--- config.mk ---
export PLATFORM = sky130hd
export DESIGN_NAME = inc16_arbiter
export DESIGN_NICKNAME = d
export VERILOG_FILES = /design/src/rtl/inc16_arbiter.sv
export SDC_FILE = /design/constraint.sdc
export NUM_CORES = 1
export LEC_CHECK = 0
export CAP_MARGIN = 0
export CORE_MARGIN = 5
export CORE_UTILIZATION = 30
export DETAILED_ROUTE_END_ITERATION = 6
export PLACE_DENSITY_LB_ADDON = 0.25
export RECOVER_POWER = 50
export SYNTH_ARGS = -nofsm -noshare
export SYNTH_HDL_FRONTEND = slang
export SYNTH_SLANG_ARGS = --single-unit
--- constraint.sdc ---
create_clock -name clk -period 10 [get_ports clk]
set_input_delay 1.5 -clock clk [delete_from_list [all_inputs] [get_ports clk]]
set_output_delay 1.5 -clock clk [all_outputs]
set_load 0.02 [all_outputs]
--- src/rtl/inc16_arbiter.sv ---
// Round-robin arbiter sharing one 16-bit incrementer among NREQ valid/ready clients.
// The result lands in a one-deep output register, tagged with the client index and a wrap flag.

module inc16 (
   input  logic [15:0] a,
   output logic [15:0] y
);
   assign y = a + 16'd1;
endmodule

module inc16_arbiter #(
   parameter int NREQ = 4,
   parameter int IDW  = 2
) (
   input  logic                 clk,
   input  logic                 reset,
   input  logic [NREQ-1:0]      req_valid,
   input  logic [16*NREQ-1:0]   req_data,
   output logic [NREQ-1:0]      req_ready,
   output logic                 rsp_valid,
   output logic [15:0]          rsp_data,
   output logic [IDW-1:0]       rsp_id,
   output logic                 rsp_ovf,
   input  logic                 rsp_ready
);

   typedef enum logic {
      EMPTY = 1'b0,
      FULL  = 1'b1
   } state_t;

   state_t         state_q, state_d;
   logic [IDW-1:0] ptr_q, ptr_d;
   logic [15:0]    rsp_data_q, rsp_data_d;
   logic [IDW-1:0] rsp_id_q, rsp_id_d;
   logic           rsp_ovf_q, rsp_ovf_d;

   logic           found_s;
   logic [IDW-1:0] winner_s;
   logic           can_accept_s;
   logic           accept_s;
   logic [15:0]    op_s;
   logic [15:0]    sum_s;

   // The incrementer has no carry-out, so wrap is detected from the operand itself.
   function automatic logic all_ones16(input logic [15:0] v);
      return &v;
   endfunction

   // Rotating priority search starting just after the last winner.
   always_comb begin : grant_search
      int idx;
      logic cand_valid;
      found_s    = 1'b0;
      winner_s   = '0;
      idx        = 0;
      cand_valid = 1'b0;
      for (int k = 1; k <= NREQ; k++) begin
         idx = int'(ptr_q) + k;
         idx = (idx >= NREQ) ? (idx - NREQ) : idx;
         cand_valid = 1'b0;
         for (int i = 0; i < NREQ; i++) begin
            if (idx == i) begin
               cand_valid = req_valid[i];
            end else begin
               cand_valid = cand_valid;
            end
         end
         if (!found_s && cand_valid) begin
            found_s  = 1'b1;
            winner_s = IDW'(idx);
         end else begin
            found_s  = found_s;
            winner_s = winner_s;
         end
      end
   end

   // Handshake and operand mux; req_ready never depends on req_data.
   always_comb begin
      can_accept_s = (state_q == EMPTY) || rsp_ready;
      req_ready    = '0;
      op_s         = 16'h0000;
      for (int i = 0; i < NREQ; i++) begin
         req_ready[i] = !reset && can_accept_s && found_s && req_valid[i]
                        && (winner_s == IDW'(i));
         if (winner_s == IDW'(i)) begin
            op_s = req_data[16*i +: 16];
         end else begin
            op_s = op_s;
         end
      end
      accept_s = |req_ready;
   end

   inc16 u_inc16 (
      .a (op_s),
      .y (sum_s)
   );

   // Output-register state and capture of the accepted result.
   always_comb begin
      state_d    = state_q;
      ptr_d      = ptr_q;
      rsp_data_d = rsp_data_q;
      rsp_id_d   = rsp_id_q;
      rsp_ovf_d  = rsp_ovf_q;
      case (state_q)
         EMPTY:   state_d = accept_s ? FULL : EMPTY;
         FULL:    state_d = (rsp_ready && !accept_s) ? EMPTY : FULL;
         default: state_d = EMPTY;
      endcase
      if (accept_s) begin
         ptr_d      = winner_s;
         rsp_data_d = sum_s;
         rsp_id_d   = winner_s;
         rsp_ovf_d  = all_ones16(op_s);
      end else begin
         ptr_d      = ptr_q;
         rsp_data_d = rsp_data_q;
         rsp_id_d   = rsp_id_q;
         rsp_ovf_d  = rsp_ovf_q;
      end
   end

   // State registers; pointer resets to NREQ-1 so requester 0 is searched first.
   always_ff @(posedge clk or posedge reset) begin
      if (reset) begin
         state_q    <= EMPTY;
         ptr_q      <= IDW'(NREQ - 1);
         rsp_data_q <= 16'h0000;
         rsp_id_q   <= '0;
         rsp_ovf_q  <= 1'b0;
      end else begin
         state_q    <= state_d;
         ptr_q      <= ptr_d;
         rsp_data_q <= rsp_data_d;
         rsp_id_q   <= rsp_id_d;
         rsp_ovf_q  <= rsp_ovf_d;
      end
   end

   assign rsp_valid = (state_q == FULL);
   assign rsp_data  = rsp_data_q;
   assign rsp_id    = rsp_id_q;
   assign rsp_ovf   = rsp_ovf_q;

endmodule

==> results of run 1 <==
-- layout by cell type, fill, tap and decap left out, types with 8 or more instances in the layout --
master / instances
ha_1: 9
nor2_1: 45
dlygate4sd3_1: 13
nand2_1: 39
o21ai_0: 28
mux2i_1: 17
dfrtp_1: 20
nand3_1: 22
a21oi_1: 17
or4_1: 12
clkdlybuf4s50_1: 81
o22ai_1: 22
inv_1: 8
nor3_1: 13
-- registers in the layout (all words and copies together) (netlist names) --
| name | count |
|---|---|
| rsp_ovf | 1 |
| ptr_q | 2 |
| rsp_id | 2 |
| rsp_data | 16 |
| rsp_valid | 1 |
-- worst register-to-register path: cells and delay by family, from the launching register on --
kind            cells  cell delay, ns
flops               1            0.53
simple gates        6            1.87
fa+ha+maj           2            0.70
compound gates      3            1.44
mux                 1            0.19
buf+inv             2            0.63
-- worst paths after layout --
check                                              from                        to  slack (ns)
worst max-delay path                       req_valid[1]              req_ready[0]        3.43
worst min-delay path            rsp_data[1]$_DFFE_PP0P_   rsp_data[1]$_DFFE_PP0P_        0.47
worst max register to register     ptr_q[0]$_DFFE_PP1P_  rsp_data[14]$_DFFE_PP0P_        4.51
worst min register to register  rsp_data[1]$_DFFE_PP0P_   rsp_data[1]$_DFFE_PP0P_        0.47
max in group asynchronous                         reset     rsp_id[0]$_DFFE_PP0P_        7.58
min in group asynchronous                         reset   rsp_data[9]$_DFFE_PP0P_        1.90
-- kinds of logic after synthesis --
family	count (synthesis)	synth area share
xor gates and xnor gates	9	0.0226
and+or+nand+nor	185	0.286
adders and majority gates	9	0.0323
muxes	26	0.101
AOI/OAI and AO/OA	149	0.327
buffers and inverters	48	0.0729
DFF	22	0.159
-- per-layer routing --
layer	share of wire	routed length, um	track usage
met5	0	0	0
met1	0.44	5270	0.210
met4	0.010	123	0.0280
met3	0.052	622	0.0255
met2	0.50	5990	0.290
-- stage by stage --
step | instances | hold WS (ns) | util | instance area (um^2) | setup slack [ns]
2_1_floorplan | 448 | 0.555 | - | 3480 | 5.11
3_3_place_gp | 649 | 0.466 | 0.387 | 4420 | 3.60
3_5_place_dp | 649 | 0.470 | 0.387 | 4420 | 3.49
4_1_cts | 653 | 0.484 | 0.396 | 4530 | 3.48
5_1_grt | 653 | 0.492 | 0.396 | 4530 | 3.15
6_report | 653 | 0.469 | 0.396 | 4530 | 3.43
-- cells in the mapped netlist, types with 5 or more instances --
cell / count / area [um^2]
buf_6: 5 / 56.3
buf_4: 6 / 45.0
buf_2: 11 / 55.1
or4_1: 12 / 90.1
nand2_1: 39 / 146
o21ai_0: 28 / 140
or3_1: 5 / 31.3
o22ai_1: 22 / 138
nor4_1: 5 / 31.3
nor2_1: 45 / 169
ha_1: 9 / 113
xor2_1: 6 / 52.6
nand3_1: 22 / 110
o2111ai_1: 6 / 52.6
nor3_1: 14 / 70.1
a211oi_1: 7 / 52.6
nand2b_1: 6 / 37.5
clkbuf_1: 15 / 56.3
nor3b_1: 5 / 37.5
nor2b_1: 7 / 43.8
dfrtp_1: 20 / 500
o22a_1: 6 / 52.6
mux2i_1: 17 / 170
inv_1: 8 / 30.0
a21oi_1: 17 / 85.1
-- cell type report --
cell class	count	area [um^2]	area share
multi-input cells	378	2690	0.594
well taps	143	179	0.0395
flip-flops and latches	22	553	0.122
repair buffers	98	971	0.214
inverters	8	30.0	0.00663
clock buffers	3	75.1	0.0166
clock inverters	1	30.0	0.00663
==> metrics.log, run 1 <==
INFO  metric starting_density_of_the_core = 0.305
INFO  metric top_level_ports = 95
INFO  metric timing_hold_violations_final = 0
INFO  metric grt_first_pass_wirelength = 19400 um
INFO  metric critical_path_cell_count = 8
INFO  metric crit_path_cell_trace = clkdlybuf4s50_1 > a211oi_1 > a211o_1 > nand2_2 > o32a_1 > nand2_2 > nor3_1 > clkdlybuf4s50_1
INFO  metric cp_top_family = buffers and inverters
INFO  metric finalCritPeriodShare = 0.657
INFO  metric cts.root.buffer_cell = clkbuf_16
INFO  metric n_fill_cell = 1187
INFO  metric cts_setup_buffers = 0
INFO  metric global_route.overflow_total = 0
INFO  metric track_usage = 0.163
INFO  metric hold_path.class = register to register
INFO  metric grt_antenna_before_repair = 0
INFO  metric gp_routability_congestion = 0.864
INFO  metric timing.setup.tns = 0 ns
INFO  metric crit_path_start_kind = input pin
INFO  metric post_synth_instance_area = 0.00348 mm^2
INFO  metric setup_viol = 0
INFO  metric endpoint_kind = output port
INFO  metric synth_cell_types = 81
INFO  metric dr.first_iter.drc_count = 299
INFO  metric clk_latency = 0.25 ns
INFO  metric average_cell_area_after_synthesis = 7.78 um^2
INFO  metric clk_transition_reported_paths = 0.06 ns
INFO  metric synth_nets = 528
INFO  metric fp.dieW = 118 um
INFO  metric routed_wl = 12000 um
INFO  metric clk_skew = 0.00444 ns
INFO  metric number_of_buffers_inserted_during_clock_tree_synthesis = 3
INFO  metric slowest_stage_cell_on_the_critical_path = clkdlybuf4s50_1
INFO  metric routed_antenna_nets = 0
INFO  metric port-buffer-count = 94
INFO  metric achievable-frequency = 0.152 GHz
INFO  metric nets_final = 591
INFO  metric drv_slew = 0
INFO  metric synthesis.instances = 448
INFO  metric synthesis.yosys.warnings = 0
INFO  metric grt_setup_unrepaired = no
INFO  metric min_path_cells = 2
INFO  metric worstPathRequired = 8.50 ns
INFO  metric worst_path_largest_cell_delay = 0.68 ns
INFO  metric final_layout_size_suffix_gt1_frac = 0.0882
INFO  metric die_area = 0.0139 mm^2
INFO  metric dpl.hpwl = 8910 um
INFO  metric vias_in_the_first_global_route = 3840
INFO  metric synth_seq_cells = 22
INFO  metric status = finished clean
INFO  metric cts_tree = built
INFO  metric async_flop_share = 1.00
INFO  metric detailroute.via_count = 3920
INFO  metric die_h = 118 um
INFO  metric drt-vias-per-instance = 6.00
INFO  metric worst_ep_arrival_time = 5.07 ns
INFO  metric tightestPinTransition = 1.02 ns
INFO  metric cts_repair_resized_insts = 0
INFO  metric criticalPathCategory = input pin to output port
INFO  metric seq_area_frac_synth = 0.159
INFO  metric ctsHtreeMaxLevel = 1
INFO  metric relSlewSlack = 0.317
INFO  metric worst-path-buf-inv = 2
INFO  metric ctsLongestPathBuffers = 2
INFO  metric rr_worst_depth = 14
INFO  metric synth_enable_flop_cells = 0
INFO  metric placement_rows = 39
INFO  metric cp_max_fo = 30
INFO  metric layout-area-overhead-vs-synth = 30.0%
INFO  metric design.core.area = 0.0114 mm^2
INFO  metric detailedRoute.firstPassIterationCount = 5
INFO  metric route.detailed.wl_per_inst = 18.4 um
INFO  metric cap_violations = 0
INFO  metric synth_flop_cell = dfrtp_1
INFO  metric drt_drc_violations_left = 0
INFO  metric cts.sink_count = 22
INFO  metric maximum_number_of_pins_on_one_net_before_global_route_repair = 72
INFO  metric min_period = 6.57 ns
INFO  metric ctsHoldBuffers = 0
INFO  metric n_antenna_cell = 0
Power of run 1 is not shown: default switching activity piles up to over one toggle a cycle in this logic, so the estimate is an artifact.
==> run 2: changes to the inputs <==
==> constraint.sdc (replaced) <==
create_clock -name clk -period 5.7 [get_ports clk]
set_input_delay 0.855 -clock clk [delete_from_list [all_inputs] [get_ports clk]]
set_output_delay 0.855 -clock clk [all_outputs]
set_load 0.02 [all_outputs]
==> metrics.log, run 2 (same netlist as run 1, synthesis figures left out) <==
INFO  metric finalCritPeriodShare = 0.910
INFO  metric dpl.hpwl = 9310 um (+4.5%)
INFO  metric timing_hold_violations_final = 0 (unchanged)
INFO  metric slowest_stage_cell_on_the_critical_path = dfstp_2
INFO  metric ctsLongestPathBuffers = 2 (unchanged)
INFO  metric port-buffer-count = 94 (unchanged)
INFO  metric postLayoutSetupSlackWorst = 0.513 ns (-2.92 ns)
INFO  metric achievable-frequency = 0.193 GHz
INFO  metric final_layout_size_suffix_gt1_frac = 0.101 (+0.0123)
INFO  metric maximum_number_of_pins_on_one_net_before_global_route_repair = 54 (-25%)
INFO  metric worst-path-buf-inv = 2 (unchanged)
INFO  metric gp_routability_congestion = 0.840 (-2.8%)
INFO  metric routed_wl = 12300 um (+2.1%)
INFO  metric timing.setup.tns = 0 ns (unchanged)
INFO  metric cts.root.buffer_cell = clkbuf_16
INFO  metric track_usage = 0.170 (+0.00697)
INFO  metric grt_setup_unrepaired = no
INFO  metric clk_latency = 0.26 ns (about the same)
INFO  metric layout-area-overhead-vs-synth = 31.5%
INFO  metric sequential_cell_area = 553 um^2 (unchanged)
INFO  metric criticalPathCategory = register to output port
INFO  metric status = finished clean
INFO  metric drt-vias-per-instance = 5.84 (-2.7%)
INFO  metric clk_skew = 0.00350 ns (-0.000947 ns)
INFO  metric largest_reg_flops = 16 (unchanged)
INFO  metric worst_path_largest_cell_delay = 0.78 ns (+0.10 ns)
INFO  metric n_antenna_cell = 0 (unchanged)
INFO  metric worstPathRequired = 4.85 ns (-3.65 ns)
INFO  metric cp_max_fo = 20 (-33%)
INFO  metric detailedRoute.firstPassIterationCount = 5 (unchanged)
INFO  metric grt_antenna_before_repair = 0 (unchanged)
INFO  metric cts_repair_resized_insts = 0 (unchanged)
INFO  metric drt_drc_violations_left = 0 (unchanged)
INFO  metric hold_path.class = register to register
INFO  metric routed_antenna_nets = 0 (unchanged)
INFO  metric drv_slew = 0 (unchanged)
INFO  metric die_h = 118 um (unchanged)
INFO  metric cts.sink_count = 22 (unchanged)
INFO  metric relSlewSlack = 0.438 (+0.121)
INFO  metric crit_path_cell_trace = inv_1 > ha_1 > nand3b_1 > a211oi_4 > o32a_1 > nand2_2 > nor3_1 > clkdlybuf4s50_1
INFO  metric detailroute.via_count = 3856 (-1.6%)
INFO  metric cp_top_family = compound AO/OA/AOI/OAI gates
INFO  metric clk_transition_reported_paths = 0.06 ns (about the same)
INFO  metric final_common_cell = clkdlybuf4s50_1
INFO  metric min_period = 5.19 ns
INFO  metric fp.dieW = 118 um (unchanged)
INFO  metric number_of_buffers_inserted_during_clock_tree_synthesis = 3 (unchanged)
INFO  metric global_route.overflow_total = 0 (unchanged)
INFO  metric dr.first_iter.drc_count = 238 (-20%)
INFO  metric cts_tree = built
INFO  metric n_fill_cell = 1165 (-1.9%)
INFO  metric cap_violations = 0 (unchanged)
INFO  metric grt_first_pass_wirelength = 20000 um (+3.1%)
INFO  metric starting_density_of_the_core = 0.305 (unchanged)
INFO  metric vias_in_the_first_global_route = 3907 (+1.7%)
INFO  metric crit_path_start_kind = register
INFO  metric endpoint_kind = output port
INFO  metric finalHoldWorstSlack = 0.471 ns (+0.00199 ns)
INFO  metric top_level_ports = 95 (unchanged)
INFO  metric tightestPinTransition = 0.842 ns (-0.182 ns)
INFO  metric setup_viol = 0 (unchanged)
INFO  metric placement_rows = 39 (unchanged)
INFO  metric ctsHoldBuffers = 0 (unchanged)
INFO  metric ctsHtreeMaxLevel = 1 (unchanged)
INFO  metric design.core.area = 0.0114 mm^2 (unchanged)
INFO  metric route.detailed.wl_per_inst = 18.6 um (+1.0%)
INFO  metric detailedPlace.worstSlack = 0.779 ns (-2.71 ns)
INFO  metric layout.cells.most_common_list = 81 x clkdlybuf4s50_1, 45 x nor2_1, 39 x nand2_1
INFO  metric cts_setup_buffers = 0 (unchanged)
INFO  metric worst_ep_arrival_time = 4.33 ns (-0.74 ns)
INFO  metric die_area = 0.0139 mm^2 (unchanged)
INFO  metric multi_input_area = 0.00269 mm^2 (unchanged)
INFO  metric nets_final = 598 (+1.2%)
-- run 2: changes by cell type in the layout (fill, tap and decap cells not counted) --
cell	delta
buf_4	+7
-- run 2: tightest hold or removal path, cell delays in order (launching register included) --
cell and delay, ns:
dfrtp_1 0.34, nand2_1 0.05, nand2_1 0.05
-- run 2: path summary, 6_finish.rpt --
kind	startpoint	endpoint	slack, ns	cells after the start
setup / recovery	ptr_q[0]$_DFFE_PP1P_	req_ready[0]	0.51	8
hold / removal	rsp_data[1]$_DFFE_PP0P_	rsp_data[1]$_DFFE_PP0P_	0.47	2
setup reg to reg	ptr_q[0]$_DFFE_PP1P_	rsp_data[14]$_DFFE_PP0P_	0.83	15
hold reg to reg	rsp_data[1]$_DFFE_PP0P_	rsp_data[1]$_DFFE_PP0P_	0.47	2
max in group asynchronous	reset	rsp_id[1]$_DFFE_PP0P_	3.95	2
min in group asynchronous	reset	rsp_data[1]$_DFFE_PP0P_	1.23	2
-- run 2: cell type report --
| type | instances | area share |
|---|---|---|
| Tap cell | 143 | 0.0391 |
| Sequential cell | 22 | 0.121 |
| Multi-Input combinational cell | 378 | 0.587 |
| Inverter | 8 | 0.00656 |
| Timing Repair Buffer | 105 | 0.223 |
| Clock inverter | 1 | 0.00656 |
| Clock buffer | 3 | 0.0164 |
-- run 2: per-layer routing --
| metal | vias to the layer above | GRT usage | part of all wire |
|---|---|---|---|
| met3 | 24 | 0.0274 | 0.057 |
| li1 | 1864 | - | - |
| met4 | 0 | 0.0480 | 0.023 |
| met2 | 129 | 0.297 | 0.50 |
| met5 | - | 0 | 0 |
| met1 | 1839 | 0.215 | 0.42 |
-- run 2: through the flow --
stage,std cells,instance area (um^2),utilization
final,660,4580,0.401
after global routing,660,4580,0.401
after CTS,660,4580,0.401
after detailed placement,656,4470,0.392
after global placement,656,4470,0.392
after floorplan,448,3480,-
Power of run 2 is left out for the same reason.
==> run 3: changes to the inputs <==
--- a/config.mk
+++ b/config.mk
@@ -5,9 +5,9 @@
 export SDC_FILE = /design/constraint.sdc
 export NUM_CORES = 1
 export LEC_CHECK = 0
-export CAP_MARGIN = 0
+export CORE_ASPECT_RATIO = 0.7
 export CORE_MARGIN = 5
-export CORE_UTILIZATION = 30
+export CORE_UTILIZATION = 45
 export DETAILED_ROUTE_END_ITERATION = 6
 export PLACE_DENSITY_LB_ADDON = 0.25
 export RECOVER_POWER = 50
==> metrics.log, run 3 (same netlist as run 1, synthesis figures left out) <==
INFO  metric worst_path_largest_cell_delay = 0.68 ns (-0.10 ns)
INFO  metric detailedPlace.worstSlack = 0.769 ns (-0.0109 ns)
INFO  metric grt_first_pass_wirelength = 18800 um (-6.2%)
INFO  metric dr.first_iter.drc_count = 267 (+12%)
INFO  metric hold_path.class = register to register
INFO  metric crit_path_start_kind = input pin
INFO  metric crit_path_cell_trace = clkdlybuf4s50_1 > a211oi_1 > a211oi_2 > or3_4 > o32a_1 > nand2_2 > nor3_1 > clkdlybuf4s50_1
INFO  metric dpl.hpwl = 8550 um (-8.1%)
INFO  metric final_util = 0.602 (+0.201)
INFO  metric die_h = 83.6 um (-29%)
INFO  metric endpoint_kind = output port
INFO  metric cp_max_fo = 9 (-55%)
INFO  metric slowest_stage_cell_on_the_critical_path = clkdlybuf4s50_1
INFO  metric port-buffer-count = 94 (unchanged)
INFO  metric ctsLongestPathBuffers = 2 (unchanged)
INFO  metric clk_latency = 0.26 ns (about the same)
INFO  metric route.detailed.wl_per_inst = 18.6 um (about the same)
INFO  metric cap_violations = 0 (unchanged)
INFO  metric ctsHtreeMaxLevel = 1 (unchanged)
INFO  metric cts.sink_count = 22 (unchanged)
INFO  metric design.core.area = 0.00742 mm^2 (-35%)
INFO  metric grt_setup_unrepaired = no
INFO  metric rr_worst_depth = 13 (-2)
INFO  metric min_period = 4.99 ns (-0.199 ns)
INFO  metric nets_final = 597 (-0.17%)
INFO  metric grt_antenna_before_repair = 0 (unchanged)
INFO  metric track_usage = 0.233 (+0.0627)
INFO  metric ctsHoldBuffers = 0 (unchanged)
INFO  metric placement_rows = 26 (-33%)
INFO  metric die_area = 0.00963 mm^2 (-31%)
INFO  metric finalCritPeriodShare = 0.875 (-0.0350)
INFO  metric fp.dieW = 115 um (-2.2%)
INFO  metric maximum_number_of_pins_on_one_net_before_global_route_repair = 65 (+20%)
INFO  metric setup_viol = 0 (unchanged)
INFO  metric vias_in_the_first_global_route = 3772 (-3.5%)
INFO  metric final_common_cell = clkdlybuf4s50_1
INFO  metric cts.root.buffer_cell = clkbuf_8
INFO  metric clk_skew = 0.00344 ns (-0.0000514 ns)
INFO  metric timing_hold_violations_final = 0 (unchanged)
INFO  metric relSlewSlack = 0.439 (+0.00129)
INFO  metric tightestPinTransition = 0.841 ns (-0.00102 ns)
INFO  metric number_of_buffers_inserted_during_clock_tree_synthesis = 3 (unchanged)
INFO  metric top_level_ports = 95 (unchanged)
INFO  metric layout-area-overhead-vs-synth = 28.2%
INFO  metric cts_tree = built
INFO  metric drt-vias-per-instance = 6.43 (+10%)
INFO  metric min_path_cells = 2 (unchanged)
INFO  metric drv_slew = 0 (unchanged)
INFO  metric achievable-frequency = 0.201 GHz (+4.0%)
INFO  metric detailroute.via_count = 3949 (+2.4%)
INFO  metric worst_ep_arrival_time = 4.13 ns (-0.20 ns)
INFO  metric cts_repair_resized_insts = 0 (unchanged)
INFO  metric cts_setup_buffers = 0 (unchanged)
INFO  metric largest_reg_flops = 16 (unchanged)
INFO  metric starting_density_of_the_core = 0.470 (+0.165)
INFO  metric clk_transition_reported_paths = 0.08 ns (+0.02 ns)
INFO  metric routed_antenna_nets = 0 (unchanged)
INFO  metric n_antenna_cell = 0 (unchanged)
INFO  metric drt_drc_violations_left = 0 (unchanged)
INFO  metric criticalPathCategory = input pin to output port
INFO  metric postLayoutSetupSlackWorst = 0.713 ns (+0.199 ns)
INFO  metric worstPathRequired = 4.85 ns (about the same)
INFO  metric timing.setup.tns = 0 ns (unchanged)
INFO  metric layout.cells.most_common_list = 81 x clkdlybuf4s50_1, 45 x nor2_1, 39 x nand2_1
INFO  metric routed_wl = 11400 um (-6.9%)
INFO  metric gp_routability_congestion = 0.913 (+8.7%)
INFO  metric status = finished clean
INFO  metric path_common_cell = clkdlybuf4s50_1
INFO  metric detailedRoute.firstPassIterationCount = 5 (unchanged)
INFO  metric final_layout_size_suffix_gt1_frac = 0.0988 (-0.00174)
INFO  metric finalHoldWorstSlack = 0.470 ns (-0.000984 ns)
INFO  metric global_route.overflow_total = 0 (unchanged)
## run 3: cell count changes in the layout (fill, tap and decap cells not counted), sizes merged
cell	delta
buf	-1
clkbuf	+1
bufinv	-1
## run 3: per-stage QoR
step | std cells | cell area, um^2
after floorplan | 448 | 3480
after global placement | 610 | 4410
after detailed placement | 610 | 4410
after CTS | 614 | 4470
after global routing | 614 | 4470
final | 614 | 4470
## run 3: path summary, 6_finish.rpt
| check | from | end | slack (ns) |
|---|---|---|---|
| worst min register to register | rsp_data[1]$_DFFE_PP0P_ | rsp_data[1]$_DFFE_PP0P_ | 0.47 |
| worst max-delay path | req_valid[1] | req_ready[0] | 0.71 |
| min in group asynchronous | reset | rsp_data[9]$_DFFE_PP0P_ | 1.22 |
| worst max register to register | ptr_q[1]$_DFFE_PP1P_ | rsp_data[9]$_DFFE_PP0P_ | 1.03 |
| worst min-delay path | rsp_data[1]$_DFFE_PP0P_ | rsp_data[1]$_DFFE_PP0P_ | 0.47 |
| max in group asynchronous | reset | rsp_data[15]$_DFFE_PP0P_ | 3.97 |
## run 3: cell type report
type / instances / area (um^2)
Tap cell: 98 / 123
Fill cell: 689 / 2950
Inverter: 8 / 30.0
Clock buffer: 4 / 55.1
Sequential cell: 22 / 553
Timing Repair Buffer: 104 / 1020
Multi-Input combinational cell: 378 / 2690
## run 3: routing by layer
| metal | GRT usage | part of all wire |
|---|---|---|
| met5 | 0 | 0 |
| met4 | 0.0437 | 0.015 |
| met3 | 0.0449 | 0.083 |
| met2 | 0.369 | 0.46 |
| met1 | 0.330 | 0.45 |
## run 3: worst max-delay path, delay by kind of cell
| family | cells | cell delay [ns] |
|---|---|---|
| and+or+nand+nor | 3 | 0.82 |
| buffers and inverters | 2 | 1.26 |
| AOI/OAI and AO/OA | 3 | 1.19 |
Power of run 3 is left out for the same reason.
